### config.mk
export PLATFORM = sky130hd
export DESIGN_NAME = debounce_bank_flat
export DESIGN_NICKNAME = d
export VERILOG_FILES = /design/src/rtl/debounce_bank_if.sv /design/src/rtl/debounce_bank.sv /design/src/flat_wrapper.sv
export SDC_FILE = /design/constraint.sdc
export NUM_CORES = 1
export LEC_CHECK = 0
export BUFFER_PORTS_ARGS = -buffer_cell sky130_fd_sc_hd__buf_4
export CELL_PAD_IN_SITES_DETAIL_PLACEMENT = 0
export CELL_PAD_IN_SITES_GLOBAL_PLACEMENT = 2
export CORE_UTILIZATION = 30
export CTS_CLUSTER_DIAMETER = 40
export DETAILED_ROUTE_END_ITERATION = 10
export PLACE_DENSITY = 0.72
export SLEW_MARGIN = 20
export SYNTH_ARGS = -nofsm -noshare
export SYNTH_HDL_FRONTEND = slang
export SYNTH_SLANG_ARGS = --single-unit
export TNS_END_PERCENT = 1
### constraint.sdc
create_clock -name clk -period 2 [get_ports clk]
set_input_delay 0.3 -clock clk [delete_from_list [all_inputs] [get_ports clk]]
set_output_delay 0.3 -clock clk [all_outputs]
set_load 0.005 [all_outputs]
### src/rtl/debounce_bank_if.sv
// Debouncer bank signal bundle: raw inputs and enable in, debounced level and event pulses out.
interface debounce_bank_if #(
  parameter int N = 4
) ();
  logic         enable;
  logic [N-1:0] sig_i;
  logic [N-1:0] sig_o;
  logic [N-1:0] rise_o;
  logic [N-1:0] fall_o;
  logic [N-1:0] long_o;

  modport master (
    output enable, sig_i,
    input  sig_o, rise_o, fall_o, long_o
  );

  modport slave (
    input  enable, sig_i,
    output sig_o, rise_o, fall_o, long_o
  );
endinterface

### src/rtl/debounce_bank.sv
// N-channel push-button debouncer: per-channel polarity, 2-FF synchroniser, stability counter,
// registered rise/fall pulses and a one-shot long-press pulse.
module debounce_bank #(
  parameter int           N             = 4,
  parameter int           CLK_PERIOD_ns = 20,
  parameter int           DEBOUNCE_ns   = 30_000_000,
  parameter int           LONG_ns       = 1_000_000_000,
  parameter logic [N-1:0] INVERT_MASK   = '0
) (
  input  logic            clk,
  input  logic            resetn,
  debounce_bank_if.slave  db_if
);

  localparam int DB_CYC = DEBOUNCE_ns / CLK_PERIOD_ns;
  localparam int LP_CYC = LONG_ns / CLK_PERIOD_ns;
  localparam int DBW    = $clog2(DB_CYC + 1);
  localparam int LPW    = $clog2(LP_CYC + 1);

  localparam logic [DBW-1:0] DB_LAST = DBW'(DB_CYC - 1);
  localparam logic [LPW-1:0] LP_LAST = LPW'(LP_CYC - 1);
  localparam logic [LPW-1:0] LP_MAX  = LPW'(LP_CYC);

  logic [N-1:0] w_level;
  logic [N-1:0] w_rise;
  logic [N-1:0] w_fall;
  logic [N-1:0] w_long;

  generate
    for (genvar gi = 0; gi < N; gi++) begin : g_ch
      logic [1:0]     r_sync;
      logic [DBW-1:0] r_db_cnt;
      logic [LPW-1:0] r_lp_cnt;
      logic           r_level;
      logic           r_rise;
      logic           r_fall;
      logic           r_long;
      logic           w_x;
      logic           w_s;
      logic           w_qualify;

      assign w_x = db_if.sig_i[gi] ^ INVERT_MASK[gi];
      assign w_s = r_sync[1];
      // Synchronised input has disagreed with the level for DB_CYC enabled cycles.
      assign w_qualify = (w_s != r_level) && (r_db_cnt == DB_LAST);

      // The synchroniser keeps running while disabled so the input is fresh when enable returns.
      always_ff @(posedge clk or negedge resetn) begin
        if (!resetn) begin
          r_sync <= '0;
        end else begin
          r_sync <= {r_sync[0], w_x};
        end
      end

      always_ff @(posedge clk or negedge resetn) begin
        if (!resetn) begin
          r_db_cnt <= '0;
          r_lp_cnt <= '0;
          r_level  <= 1'b0;
          r_rise   <= 1'b0;
          r_fall   <= 1'b0;
          r_long   <= 1'b0;
        end else if (!db_if.enable) begin
          r_rise <= 1'b0;
          r_fall <= 1'b0;
          r_long <= 1'b0;
        end else begin
          r_rise <= w_qualify & w_s;
          r_fall <= w_qualify & ~w_s;
          // A release qualifying on the threshold cycle suppresses the long-press pulse.
          r_long <= r_level & (r_lp_cnt == LP_LAST) & ~w_qualify;

          if (w_s == r_level) begin
            r_db_cnt <= '0;
          end else if (w_qualify) begin
            r_level  <= w_s;
            r_db_cnt <= '0;
          end else begin
            r_db_cnt <= r_db_cnt + DBW'(1);
          end

          if (!r_level) begin
            r_lp_cnt <= '0;
          end else if (r_lp_cnt != LP_MAX) begin
            r_lp_cnt <= r_lp_cnt + LPW'(1);
          end
        end
      end

      assign w_level[gi] = r_level;
      assign w_rise[gi]  = r_rise;
      assign w_fall[gi]  = r_fall;
      assign w_long[gi]  = r_long;
    end
  endgenerate

  assign db_if.sig_o  = w_level;
  assign db_if.rise_o = w_rise;
  assign db_if.fall_o = w_fall;
  assign db_if.long_o = w_long;

endmodule

### src/flat_wrapper.sv
// flat-port wrapper written by rule: the top's interface ports become plain ports
module debounce_bank_flat 
#(
  parameter int           N             = 4,
  parameter int           CLK_PERIOD_ns = 20,
  parameter int           DEBOUNCE_ns   = 30_000_000,
  parameter int           LONG_ns       = 1_000_000_000,
  parameter logic [N-1:0] INVERT_MASK   = '0
)
  (clk, resetn, db_if_enable, db_if_sig_i, db_if_sig_o, db_if_rise_o, db_if_fall_o, db_if_long_o);
  debounce_bank_if #(.N(N)) db_if_i ();
  input  logic clk;
  input  logic resetn;
  input wire logic [$bits(db_if_i.enable)-1:0] db_if_enable;
  input wire logic [$bits(db_if_i.sig_i)-1:0] db_if_sig_i;
  output wire logic [$bits(db_if_i.sig_o)-1:0] db_if_sig_o;
  output wire logic [$bits(db_if_i.rise_o)-1:0] db_if_rise_o;
  output wire logic [$bits(db_if_i.fall_o)-1:0] db_if_fall_o;
  output wire logic [$bits(db_if_i.long_o)-1:0] db_if_long_o;
  assign db_if_i.enable = db_if_enable;
  assign db_if_i.sig_i = db_if_sig_i;
  assign db_if_sig_o = db_if_i.sig_o;
  assign db_if_rise_o = db_if_i.rise_o;
  assign db_if_fall_o = db_if_i.fall_o;
  assign db_if_long_o = db_if_i.long_o;
  debounce_bank #(.N(N), .CLK_PERIOD_ns(CLK_PERIOD_ns), .DEBOUNCE_ns(DEBOUNCE_ns), .LONG_ns(LONG_ns), .INVERT_MASK(INVERT_MASK)) u_core (.clk(clk), .resetn(resetn), .db_if(db_if_i));
endmodule
# == Word level (Yosys, flattened, before mapping) ==
# Index checks and enable logic that the tools add are counted.
# totals
ff_bits,212
output_inout_bits,16
elab_cells,128
# classes
n_addsub,8
n_eq_ne,24
muxes,28
n_bitwise,28
n_reduce_logical,12
# op_table
operator,n
26-bit two-way mux,8
21-bit two-way mux,8
26-bit by 1-bit adder with 26-bit output (second input constant),4
26-bit equality test (second input constant),4
26-bit inequality test (second input constant),4
21-bit by 1-bit adder with 21-bit output (second input constant),4
21-bit equality test (second input constant),4
1-bit bitwise AND,16
1-bit two-way mux,12
1-bit inverter,12
3-bit AND reduction,4
2-bit inequality test (second input constant),4
2-bit AND reduction,4
1-bit equality test,4
1-bit logical AND,4
1-bit inequality test,4

# == Depth between registers and ports, before layout ==
# logic_depth
ltp_word,5
ltp_mapped,9
mapped_depth_nobuf,7

# == Worst setup path after synthesis ==
# Ideal clock, no wire load.
# synth_timing
kind,register to register
from,register u_core.g_ch[1].r_lp_cnt[0]
to,register u_core.g_ch[1].r_lp_cnt[7]
t_arrival_ns,2.012
required_time_ns,1.890
path_slack_ns,-0.122
stages_incl_launch_ff,9
path_buffers,1
synth_period_minus_slack_ns,2.122
path_cell_list,dfrtp_1 inv_1 ha_1 or4b_1 or4_4 o21ai_4 buf_6 o21ai_0 o41ai_1
# synth_via
elab_chain_cells,3
word_cells_on_any_way,6
cone_classes,1 x add/sub; 2 x eq/ne; 2 x mux; 1 x reduce/logical
# synth_rtl
item,line,text
from (decl),debounce_bank.sv:33,logic [LPW-1:0] r_lp_cnt;
from (signal assigned),debounce_bank.sv:86,r_lp_cnt <= r_lp_cnt + LPW'(1);
26-bit by 1-bit adder with 26-bit output or 26-bit inequality test (tied branches),"debounce_bank.sv:86, debounce_bank.sv:85",
26-bit two-way mux or 2-bit inequality test (tied branches),-,
26-bit two-way mux or 2-bit AND reduction (tied branches),-,
# Parallel ways exist; a longest one is shown, timed or not. The select of a mux whose other input is x is not followed.
# A chain may end at the register's enable or synchronous reset.

# == Worst setup path in the final report ==
# layout_timing
from,register u_core.g_ch[1].r_lp_cnt[0]
to,register u_core.g_ch[1].r_lp_cnt[16]
# Same word-level chain as after synthesis.

==> qor.yml <==
status: "finished, violations left"
violations: "negative setup slack"
gr-usage-all-layers: 0.165
rows: 72
antenna_found_initial: 0
cts_made_buffers: 43
die_h_um: 200
cp_data_required_time_ns: 2.41
critPathMaxFanout: 5
cts_max_path_buffers: 3
timing.fmax_mhz: 459
synth_xor_area_frac: 0.00372
critPathTopFamily: "simple AND/OR/NAND/NOR gates"
crit_buf_inv: 2
finalInstanceArea_sq_mm: 0.0159
crit_path_cell_trace: "inv_1 -> ha_1 -> or4b_1 -> or4_4 -> o211ai_4 -> buf_6 -> nand2b_4 -> o21ai_0"
crit_slowest_cell: "or4_4"
grt_start_max_net_pins: 55
start_kind: "register"
fin_hold_ws_ns: 0.252
fp.coreArea_sq_mm: 0.0386
num_vias: 10908
die_w_um: 200
critPathKind: "register to register"
drt_pre_antenna_iters: 5
fin_total_pwr_mw: 13.9
cts_tree: "yes"
netlist_top_cells_area: "dfrtp_1, o21ai_0, nand2_1"
cellLeakagePower_nw: 6.67
worstPathArrival_ns: 2.59
fin_crit_ns: 2.18
ys_seq_elements: 212
layout.cells.non_filler: 2069
crit_path_end_kind: "register"
synth-simple-area-share: 0.250
nets: 1536
hold_viol: 0
drive_above_1_share: 0.254
synth.yosys.seq_area_share: 0.450
die_area_sq_mm: 0.0401
io_pins: 23
fin_worst_skew_ns: 0.0223
start_util: 0.305
synth_compound_area_frac: 0.224
yosys.area.top_type_share: 0.450
yosysTopAreaCell: "dfrtp_1"
slew_viol_final: 0
rsz0062_at_grt: "yes"
n_antenna_cell: 0
routabilityCongestion: 0.791
drt-total-wl_mm: 32.6
cts_root_buffer: "clkbuf_16"
placed_area_sq_mm: 0.0139
tns_ns: -3.04
synth_cell_types: 74
slew_headroom: 0.668
h-tree-depth: 2
viasPerCell: 5.27
ant_nets: 0
clk_pin_slew_ns: 0.05
fin_crit_sh: 1.09
synth_area_sq_mm: 0.0118
synth_top_family_by_area: "simple AND/OR/NAND/NOR gates"
ir_worst_vdd_mv: 0.511
grt_pass1_wl_mm: 55.2
area_growth_pct: 34.6
avgSynthCellArea_sq_um: 8.95
tightest_slew_ns: 0.497
synth_most_common_cell: "dfrtp_1"
synth_flop_cell: "dfrtp_1"
ys_top_cells_by_count: "dfrtp_1, o21ai_0, nand2_1, nand3_1, nor2_1"
syn_nets: 1335
overflow: 0
drc: 0
fin_ws_ns: -0.179
numClockSinks: 212
yosys_warnings: 0
crit_path_max_incr_delay_ns: 0.48
min_path_type: "primary input to register"
synth_cells: 1316
routedWlPerCell_um: 15.8
portBuffers: 22
dp_cells: 1981
synth-adder-area-share: 0.0127
p_per_area_mw_per_mm2: 875
async_reset_ff_frac: 1.00
grt_pass1_vias: 10880
cap_violations: 0
insertion_delay_ns: 0.55
drt_iter0_drc: 406
muxShareOfSynthArea: 0.00765
setup_viol: 26
synth_edf_count: 0
hpwl_mm: 21.8
## area by class of cell
type / instances / area [sq um]
Sequential cell: 212 / 5310
Inverter: 38 / 143
Clock buffer: 53 / 1190
Multi-Input combinational cell: 974 / 6160
Tap cell: 518 / 648
Clock inverter: 26 / 370
Timing Repair Buffer: 248 / 2040
Fill cell: 3803 / 22800
## report_power, final
part           switching [mW]  internal, mW
sequential              0.238          4.54
combinational           0.741         0.613
clock                    2.49          5.25
total                    3.47          10.4
## sequential cells by signal (all words and copies together) (netlist names)
signal,count
u_core.g_ch.r_db_cnt,84
u_core.g_ch.r_fall,4
u_core.g_ch.r_level,4
u_core.g_ch.r_long,4
u_core.g_ch.r_lp_cnt,104
u_core.g_ch.r_rise,4
u_core.g_ch.r_sync,8
## what timing repair did
| item | in CTS | in global routing |
|---|---|---|
| setup buffers | 2 | 0 |
| pin swaps | 11 | 18 |
| setup endpoints to repair | 80 | 158 |
| cloned | 2 | 0 |
| hold buffers | 5 | 0 |
| resized for setup | 23 | 74 |
| endpoints found under the hold margin | 51 | 0 |
## tightest hold or removal path, stage by stage
cell and delay (ns):
buf_4 0.20, buf_4 0.18, mux2i_1 0.07
## path summary, 6_finish.rpt
kind | from | to | slack [ns] | cells past startpoint
setup / recovery | u_core.g_ch[1].r_lp_cnt[0] | u_core.g_ch[1].r_lp_cnt[16] | -0.18 | 8
hold / removal | db_if_enable | u_core.g_ch[2].r_db_cnt[0] | 0.25 | 3
setup reg to reg | u_core.g_ch[1].r_lp_cnt[0] | u_core.g_ch[1].r_lp_cnt[16] | -0.18 | 8
hold reg to reg | u_core.g_ch[3].r_sync[0] | u_core.g_ch[3].r_sync[1] | 0.33 | 0
max in group asynchronous | resetn | u_core.g_ch[2].r_lp_cnt[21] | 1.03 | 3
min in group asynchronous | resetn | u_core.g_ch[3].r_db_cnt[16] | 0.28 | 2
## kinds of logic (layout without fill, tap and decap cells)
| kind of cell | Yosys count | in the layout |
|---|---|---|
| buf+inv | 130 | 365 |
| mux | 9 | 9 |
| xor+xnor | 5 | 5 |
| fa+ha+maj | 12 | 12 |
| simple gates | 535 | 535 |
| compound gates | 413 | 413 |
| flops | 212 | 212 |
## through the flow
step	utilization	worst slack (ns)
detailed placement	0.359	-0.224
finish	0.410	-0.179
floorplan	-	-0.0597
global route	0.410	-0.274
CTS	0.404	-0.170
global placement	0.359	-0.186
## cell usage in the layout, fill, tap and decap left out, types with 14 or more instances in the layout
master,n
a21oi_1,52
a22o_1,15
a31oi_1,46
and2_1,14
and3_1,34
buf_4,218
buf_6,16
clkbuf_16,45
dfrtp_1,209
inv_1,35
nand2_1,122
nand2b_1,20
nand3_1,82
nand4_1,48
nor2_1,56
nor3_1,31
nor4_1,16
o21ai_0,121
o21ai_1,24
o31ai_1,55
or3_1,17
## routing by layer
metal	GRT usage	wire length (um)	vias up
met3	0.0268	953	61
met5	0	0	-
met2	0.268	15200	141
li1	-	-	5408
met1	0.218	15500	5298
met4	0.0668	967	0
No activity file was read; power rests on OpenSTA's default activity.
